## src/rtl/i281_dump_pkg.sv

```systemverilog
// i281_dump_pkg: shared FSM state encoding and UART 8N1 framing constants for the data-memory dump
package i281_dump_pkg;
   typedef enum logic [2:0] {IDLE, START, DATA, STOP, FINISH} state_t;
   localparam logic START_BIT = 1'b0;
   localparam logic STOP_BIT = 1'b1;
   localparam int DATA_BITS = 8;
endpackage

```

## src/rtl/i281_uart_tx_byte.sv

```systemverilog
// i281_uart_tx_byte: emits one 8N1 frame per load pulse; a load during the last stop-bit cycle chains frames with no gap
module i281_uart_tx_byte
   import i281_dump_pkg::*;
#(
   parameter int CLKS_PER_BIT = 434
) (
   input  logic       clock,
   input  logic       reset,
   input  logic       load,
   input  logic [7:0] data,
   output logic       tx,
   output logic       frame_done
);
   localparam int CW = $clog2(CLKS_PER_BIT);
   state_t state, state_nx;
   logic [CW-1:0] baud, baud_nx;
   logic [2:0] bit_cnt, bit_nx;
   logic [7:0] shreg, sh_nx;
   logic wrap;
   assign wrap = baud == CW'(CLKS_PER_BIT - 1);
   assign frame_done = state == STOP && wrap;
   assign tx = state == START ? START_BIT : state == DATA ? shreg[0] : STOP_BIT;
   // frame state, baud/bit counters and shift register
   always_ff @(posedge clock or negedge reset) begin
      if (!reset) begin
         state <= IDLE;
         baud <= '0;
         bit_cnt <= '0;
         shreg <= '0;
      end else begin
         state <= state_nx;
         baud <= baud_nx;
         bit_cnt <= bit_nx;
         shreg <= sh_nx;
      end
   end
   // bit sequencing: every phase advances on a baud wrap; load has priority to start a new frame
   always_comb begin
      state_nx = state;
      baud_nx = (wrap || state == IDLE) ? '0 : baud + 1'b1;
      bit_nx = bit_cnt;
      sh_nx = shreg;
      case (state)
         START: if (wrap) state_nx = DATA;
         DATA: if (wrap) begin
            sh_nx = shreg >> 1;
            bit_nx = bit_cnt + 1'b1;
            if (bit_cnt == 3'(DATA_BITS - 1)) state_nx = STOP;
         end
         STOP: if (wrap) state_nx = IDLE;
         default: ;
      endcase
      if (load) begin
         state_nx = START;
         baud_nx = '0;
         bit_nx = '0;
         sh_nx = data;
      end
   end
endmodule

```

## src/rtl/i281_datamem_uart_dump.sv

```systemverilog
// i281_datamem_uart_dump: snapshots the i281 data memory and streams it as 8N1 bytes; I281_DUMP_CHECKSUM_EN appends a mod-256 sum byte
module i281_datamem_uart_dump
   import i281_dump_pkg::*;
#(
   parameter int CLKS_PER_BIT = 434,
   parameter int NUM_BYTES = 16
) (
   input  logic         clock,
   input  logic         reset,
   input  logic         start,
   input  logic [127:0] datamem_bus,
   output logic         tx,
   output logic         busy,
   output logic         done,
   output logic [3:0]   byte_idx
);
`ifdef I281_DUMP_CHECKSUM_EN
   localparam logic [4:0] LAST = 5'(NUM_BYTES);
`else
   localparam logic [4:0] LAST = 5'(NUM_BYTES - 1);
`endif
   state_t state, state_nx;
   logic [4:0] idx, idx_nx;
   logic [15:0][7:0] snap, snap_nx;
   logic load, frame_done;
   logic [7:0] load_byte;
   i281_uart_tx_byte #(.CLKS_PER_BIT(CLKS_PER_BIT)) u_frame (
      .clock(clock),
      .reset(reset),
      .load(load),
      .data(load_byte),
      .tx(tx),
      .frame_done(frame_done)
   );
`ifdef I281_DUMP_CHECKSUM_EN
   logic [7:0] csum;
   // modulo-256 sum of the snapshot, stable for the whole dump
   always_comb begin
      csum = '0;
      for (int i = 0; i < NUM_BYTES; i++) csum = csum + snap[i];
   end
`endif
   assign busy = state == DATA;
   assign done = state == FINISH;
   assign byte_idx = idx[3:0];
   // top-level sequencing state, byte index and snapshot
   always_ff @(posedge clock or negedge reset) begin
      if (!reset) begin
         state <= IDLE;
         idx <= '0;
         snap <= '0;
      end else begin
         state <= state_nx;
         idx <= idx_nx;
         snap <= snap_nx;
      end
   end
   // DATA spans the whole byte stream; the per-bit START/DATA/STOP phases live in the frame sub-module
   always_comb begin
      state_nx = state;
      idx_nx = idx;
      snap_nx = snap;
      load = 1'b0;
      case (state)
         IDLE: if (start) begin
            state_nx = DATA;
            idx_nx = '0;
            snap_nx = datamem_bus;
            load = 1'b1;
         end
         DATA: if (frame_done) begin
            if (idx == LAST) begin
               state_nx = FINISH;
               idx_nx = '0;
            end else begin
               idx_nx = idx + 1'b1;
               load = 1'b1;
            end
         end
         default: state_nx = IDLE;
      endcase
      load_byte = snap_nx[idx_nx[3:0]];
`ifdef I281_DUMP_CHECKSUM_EN
      if (idx_nx == 5'(NUM_BYTES)) load_byte = csum;
`endif
   end
endmodule

```

## config.mk

```make
export PLATFORM = sky130hd
export DESIGN_NAME = i281_datamem_uart_dump
export DESIGN_NICKNAME = d
export VERILOG_FILES = /design/src/rtl/i281_dump_pkg.sv /design/src/rtl/i281_uart_tx_byte.sv /design/src/rtl/i281_datamem_uart_dump.sv
export SDC_FILE = /design/constraint.sdc
export NUM_CORES = 1
export LEC_CHECK = 0
export BUFFER_PORTS_ARGS = -buffer_cell sky130_fd_sc_hd__buf_2
export CAP_MARGIN = 30
export CORE_AREA = 2 2 115 117
export DETAILED_ROUTE_END_ITERATION = 7
export DIE_AREA = 0 0 117 119
export PLACE_DENSITY = 0.95
export REMOVE_ABC_BUFFERS = 1
export SLEW_MARGIN = 20
export SYNTH_ARGS = -nofsm -noshare
export SYNTH_HDL_FRONTEND = slang
export SYNTH_SLANG_ARGS = --single-unit
export TNS_END_PERCENT = 1
```

## constraint.sdc

```tcl
create_clock -name clock -period 5.7 [get_ports clock]
set_clock_uncertainty 0.2 [all_clocks]
set_input_delay 0.285 -clock clock [delete_from_list [all_inputs] [get_ports clock]]
set_output_delay 0.285 -clock clock [all_outputs]
set_load 0.02 [all_outputs]
```

== After elaboration in Yosys (flattened, before gate mapping) ==
Cells that the tools add are included.

* Register bits: 159

* Add/subtract/negate cells: 3
* Magnitude comparators: 1
* Equality and inequality tests: 15
* Muxes and demuxes: 32
* Reduce and logical (&&, ||, !) cells: 12

{| class="wikitable"
|+ Operator list
! cell !! count
|-
| 2-to-1 mux 128 bit || 2
|-
| 2-to-1 mux 3 bit || 11
|-
| binary-select mux 8 bit (select 4 bit) || 1
|-
| 2-to-1 mux 8 bit || 4
|-
| 2-to-1 mux 9 bit || 2
|-
| 2-to-1 mux 5 bit || 3
|-
| one-hot mux 5 bit (2 select lines) || 1
|-
| adder 9 x 1 -> 9 bit, second input constant || 1
|-
| == test 3 x 2 -> 1 bit, second input constant || 3
|-
| == test 9 bit, second input constant || 1
|-
| inequality test 3 x 2 -> 1 bit, second input constant || 3
|-
| one-hot mux 3 bit (3 select lines) || 1
|-
| == test 3 bit, second input constant || 2
|-
| zero test 3 bit || 2
|-
| one-hot mux 3 bit (2 select lines) || 1
|-
| AND reduction 3 bit || 2
|-
| nonzero test 2 bit || 3
|-
| adder 5 x 1 -> 5 bit, second input constant || 1
|-
| == test 5 x 4 -> 1 bit, second input constant || 1
|-
| less-than comparator 4 x 5 -> 1 bit, second input constant || 1
|-
| 2-to-1 mux 1 bit || 5
|-
| AND reduction 5 bit || 1
|-
| inequality test 2 x 1 -> 1 bit, second input constant || 2
|-
| nonzero test 4 bit || 1
|-
| other kinds (8) || 8
|}

== Longest topological paths before layout ==
* Word-level depth: 7
* Depth in mapped cells: 13
* Gate-level depth less buffers: 11

== Hierarchy ==
Synthesis repeated with hierarchy kept, for this count alone.

* Cells, all modules: 874
* Area total of the unflattened synthesis: 8,034.0 µm²

{| class="wikitable"
|+ Modules (own cells, without submodules)
! module !! times used !! cells an instance !! area an instance (µm²)
|-
| i281_datamem_uart_dump || 1 || 753 || 6,786.5
|-
| i281_uart_tx_byte || 1 || 121 || 1,247.4
|}

== Worst setup path after synthesis ==
OpenSTA, ideal clock, no wires.

* Path kind: register -> register
* From: register u_frame.baud[1]
* To: register u_frame.shreg[7]
* Library setup time: 123 ps
* Arrival time: 2,582 ps
* Data required time: 5,377 ps
* Slack: 2,795 ps
* Cell stages (with the launch flop): 12
* Buffers on the path: 2
* Clock period less this slack: 2,905 ps
* Path through: dfrtp_1 inv_1 ha_1 nand4bb_4 or4_1 buf_2 mux2i_4 buf_6 mux2_2 a211o_1 a21boi_1 o21ai_1

* Cells in the longest elaborated chain, start to end: 7
* Elaborated cells between the ends (all ways): 12
* Classes of those cells: eq/ne (1); mux (7); reduce/logical (4)

{| class="wikitable"
|+ RTL lines
! element !! RTL line !! text
|-
| start: declaration || i281_uart_tx_byte.sv:16 || <nowiki>logic [CW-1:0] baud, baud_nx;</nowiki>
|-
| start signal: assignment || i281_uart_tx_byte.sv:32 || <nowiki>baud <= baud_nx;</nowiki>
|-
| == test 9 bit (*) || i281_uart_tx_byte.sv:20 || <nowiki>assign wrap = baud == CW'(CLKS_PER_BIT - 1);</nowiki>
|-
| logical AND 1 bit || i281_uart_tx_byte.sv:21 || <nowiki>assign frame_done = state == STOP && wrap;</nowiki>
|-
| 2-to-1 mux 5 bit || i281_datamem_uart_dump.sv:71 || <nowiki>DATA: if (frame_done) begin</nowiki>
|-
| one-hot mux 5 bit (2 select lines) || i281_datamem_uart_dump.sv:64 || <nowiki>case (state)</nowiki>
|-
| binary-select mux 8 bit (select 4 bit) || i281_datamem_uart_dump.sv:82 || <nowiki>load_byte = snap_nx[idx_nx[3:0]];</nowiki>
|-
| 2-to-1 mux 8 bit (implied by the code) || i281_datamem_uart_dump.sv:82 ||
|-
| 2-to-1 mux 8 bit || i281_uart_tx_byte.sv:53 || <nowiki>if (load) begin</nowiki>
|-
| end signal: assignment || i281_uart_tx_byte.sv:34 || <nowiki>shreg <= sh_nx;</nowiki>
|-
| end: declaration || i281_uart_tx_byte.sv:18 || <nowiki>logic [7:0] shreg, sh_nx;</nowiki>
|}

Mark *: on every way between the ends. The rest lies on a longest branch, timed or not. The select of a mux whose other input is x is not followed.
A chain may end at the register's enable or synchronous reset.

== Worst setup path after layout ==
* From: register u_frame.baud[1]
* To: register u_frame.shreg[6]

Same word-level chain as after synthesis.

==> out/qor.yml <==
die:
  die_w_um: 117
  die-area_sq_um: 13900
  rows: 42
  ios: 138
  start_util_pct: 58.0
  core_sq_um: 12900
  die_h_um: 119
timing:
  period_share_pct: 72.3
  fin_crit_ns: 4.12
  whs_ns: 0.144
  worst_pin_slew_ns: 0.897
  slew_headroom_pct: 39.7
  maxSlewViolCount: 0
  hold_viol_final: 0
  finalSetupViolations: 0
  max_freq_mhz: 243
  rsz0062_at_grt: "false"
power_and_ir_drop:
  power.leakage_nw: 5.60
  combPwrFrac_pct: 9.1
  clock_power_share_pct: 44.8
  power_frac_seq_pct: 46.1
  power_density_nw_per_um2: 253
  totalPowerFinal_mw: 2.56
  p_sw_share_pct: 23.1
  ir_drop_uv: 241
  p_int_mw: 1.97
  switching_power_uw: 592
layout:
  layout.nets: 1211
  syn2layout_area_growth_pct: 35.4
  layout.cells.non_filler: 1263
  post-route-util_pct: 78.5
  drive_gt1_share_pct: 17.4
  n_antenna_cell: 0
critical_path:
  critPathKind: "reg2reg"
  cp.required_ns: 5.80
  critPathMaxFanout: 28
  reg2reg_to: "u_frame.shreg[6]$_DFFE_PN0P_"
  start_kind: "flip-flop"
  ff2ff_setup_slack_ns: 1.58
  crit_arrival_ns: 4.22
  end_kind: "flip-flop"
  r2r_cells: 10
  r2r-start: "u_frame.baud[1]$_DFF_PN0_"
place:
  io_buffer_count: 137
  gp_congestion: 0.821
  dpl.hpwl_mm: 11.9
  dp.cells: 1102
clocking:
  cts.sinks: 157
  cts_buffer_depth: 2
  cts_buffers: 17
  cts.clk_slew.worst_paths_ns: 0.06
  cts_resized: 0
  root_buffer: "clkbuf_16"
  clock_latency_ns: 0.44
  cts_tree: "yes"
  htree_levels: 4
route:
  firstDrtPassIters: 5
  drc: 0
  wl_per_cell_um: 18.8
  viasPerCell: 5.68
  routed_wl_mm: 23.8
  vias: 7170
  antenna_left: 0
  drt_iter0_drc: 704
yosys:
  syn_inst: 829
  yosysTopAreaCell: "dfrtp_1"
  ys_seq_area_share_pct: 52.6
  yosysWarnings: 0
  synth_edf_count: 0
  ys_ff_latch: 157
  synth_area_sq_um: 7470
  avgSynthCellArea_sq_um: 9.01
  synth_compound_area_share_pct: 5.98
  yosys.area.top_type_share_pct: 52.6
  synth_top_family_by_area: "simple AND/OR/NAND/NOR gates"
  synthArstFlopShare_pct: 100
  yosys.area_share.adder_pct: 0.838
  yosys-top-cells-area: "dfrtp_1, nand2_1, mux2i_1"
  netlist-cell-type-count: 49
  ys.flop_type: "dfrtp_1"
  synth_xor_area_share_pct: 0.938
  synth_simple_gate_area_share_pct: 24.6
  synth_mux_area_share_pct: 11.4
run_status:
  status: "complete, no violations"
global_routing:
  grt_max_degree: 110
  grt_usage_pct: 35.2
  grt_overflow: 0
  grt_pass1_wl_mm: 37.0
  antenna_found_initial: 0
  grt_pass1_vias: 7348
flow_run:
  cap_violations: 0
hold_path:
  hold_path_class: "in2async"
## cell families after synthesis
kind of cell	count (synthesis)
AND/OR/NAND/NOR	457
XOR/XNOR	8
buffers and inverters	53
adder cells (fa/ha/maj)	5
multiplexers	83
AO/OA/AOI/OAI	66
flip-flops	157
## stage by stage
| stage | setup TNS (ns) | area, sq um | worst slack (ns) |
|---|---|---|---|
| final | 0 | 10100 | 1.58 |
| after CTS | 0 | 10100 | 1.71 |
| after global placement | 0 | 8190 | 1.83 |
| after global routing | 0 | 10100 | 1.42 |
| after detailed placement | 0 | 8210 | 1.74 |
| after floorplan | -314.74 | 7210 | -3.86 |
## synthesized netlist by cell type, types with 2 or more instances
cell type	count
o21ai_0	2
buf_2	2
ha_1	5
buf_4	5
nor2_1	19
and3_1	2
a21oi_1	13
nand4b_1	2
buf_6	7
o211ai_1	7
inv_2	2
xnor2_1	3
mux2i_1	78
buf_1	10
nor3_1	4
mux2_2	4
nand2_1	402
a21boi_0	4
xor2_1	5
o21ai_1	5
o22ai_1	10
dfrtp_1	157
a211oi_1	4
nor4_1	2
clkbuf_1	24
inv_1	3
nand2b_1	4
a22oi_1	14
nand3_1	10
## layout by cell type, fill, tap and decap left out, types with 2 or more instances in the layout
cell / synthesis / layout
a21boi_0: 4 / 4
and3_1: 2 / 2
inv_2: 2 / 2
nor2_1: 19 / 19
nor4_1: 2 / 2
nand2b_1: 4 / 4
xnor2_1: 3 / 3
dfrtp_1: 157 / 157
xor2_1: 5 / 5
buf_4: 5 / 7
nand3_1: 10 / 10
o21ai_0: 2 / 2
dlygate4sd3_1: 0 / 129
a22oi_1: 14 / 14
a21oi_1: 13 / 13
buf_2: 2 / 136
clkbuf_1: 24 / 3
nor3_1: 4 / 4
o21ai_1: 5 / 5
inv_1: 3 / 3
mux2_2: 4 / 4
nand4b_1: 2 / 2
clkbuf_16: 0 / 17
o22ai_1: 10 / 10
ha_1: 5 / 5
mux2i_1: 78 / 78
a211oi_1: 4 / 4
nand2_1: 402 / 402
clkbuf_8: 0 / 7
o211ai_1: 7 / 7
## worst max-delay path, stage by stage, from the launching register on
cell	delay, ns
dfrtp_1	0.39
inv_1	0.09
ha_1	0.20
nand4bb_4	0.16
or4_1	0.71
mux2i_4	0.74
buf_4	0.57
mux2i_1	0.27
a22oi_1	0.11
o211ai_1	0.37
o22ai_1	0.14
## area by class of cell
type,instances,area [sq um]
timing repair buffer,275,2080
clock buffer,27,533
inverter,5,18.8
clock inverter,4,51.3
fill,712,2770
sequential,157,3930
multi-input combinational,619,3270
tap,176,220
## state kept, by name (all words and copies together), names as in the netlist
register	cells
snap	128
u_frame.baud	9
u_frame.shreg	8
idx	5
u_frame.bit_cnt	3
state	2
u_frame.state	2
## power by group through the flow
stage          sequential, mW  clock (mW)  combinational (mW)
2_1_floorplan            1.19           0              0.0637
4_1_cts                  1.18        1.13               0.218
3_5_place_dp             1.20           0               0.148
3_3_place_gp             1.19           0               0.141
5_1_grt                  1.18        1.19               0.254
6_report                 1.18        1.15               0.233
## metal layers
metal / share of wire [%] / routed length, um / GRT usage, %
met4: 5.9 / 1410 / 21.0
met3: 7.9 / 1870 / 7.58
met5: 0 / 0 / 0
met1: 38 / 8920 / 43.1
met2: 49 / 11600 / 56.8
## worst max path at each step
stage,from,endpoint,slack (ns)
after detailed placement,u_frame.baud[1]$_DFF_PN0_,u_frame.shreg[2]$_DFFE_PN0P_,1.74
after global routing,u_frame.baud[1]$_DFF_PN0_,u_frame.shreg[6]$_DFFE_PN0P_,1.42
final,u_frame.baud[1]$_DFF_PN0_,u_frame.shreg[6]$_DFFE_PN0P_,1.58
after floorplan,state[1]$_DFFE_PN0P_,u_frame.shreg[0]$_DFFE_PN0P_,-3.86
after CTS,u_frame.baud[1]$_DFF_PN0_,u_frame.shreg[6]$_DFFE_PN0P_,1.71
after global placement,u_frame.baud[1]$_DFF_PN0_,u_frame.shreg[4]$_DFFE_PN0P_,1.83
## timing repair
action / 4_1_cts / 5_1_grt
buffers inserted: 0 / 0
hold endpoints to repair: 236 / 0
hold buffers: 129 / 0
(Power assumes the default switching activity.)
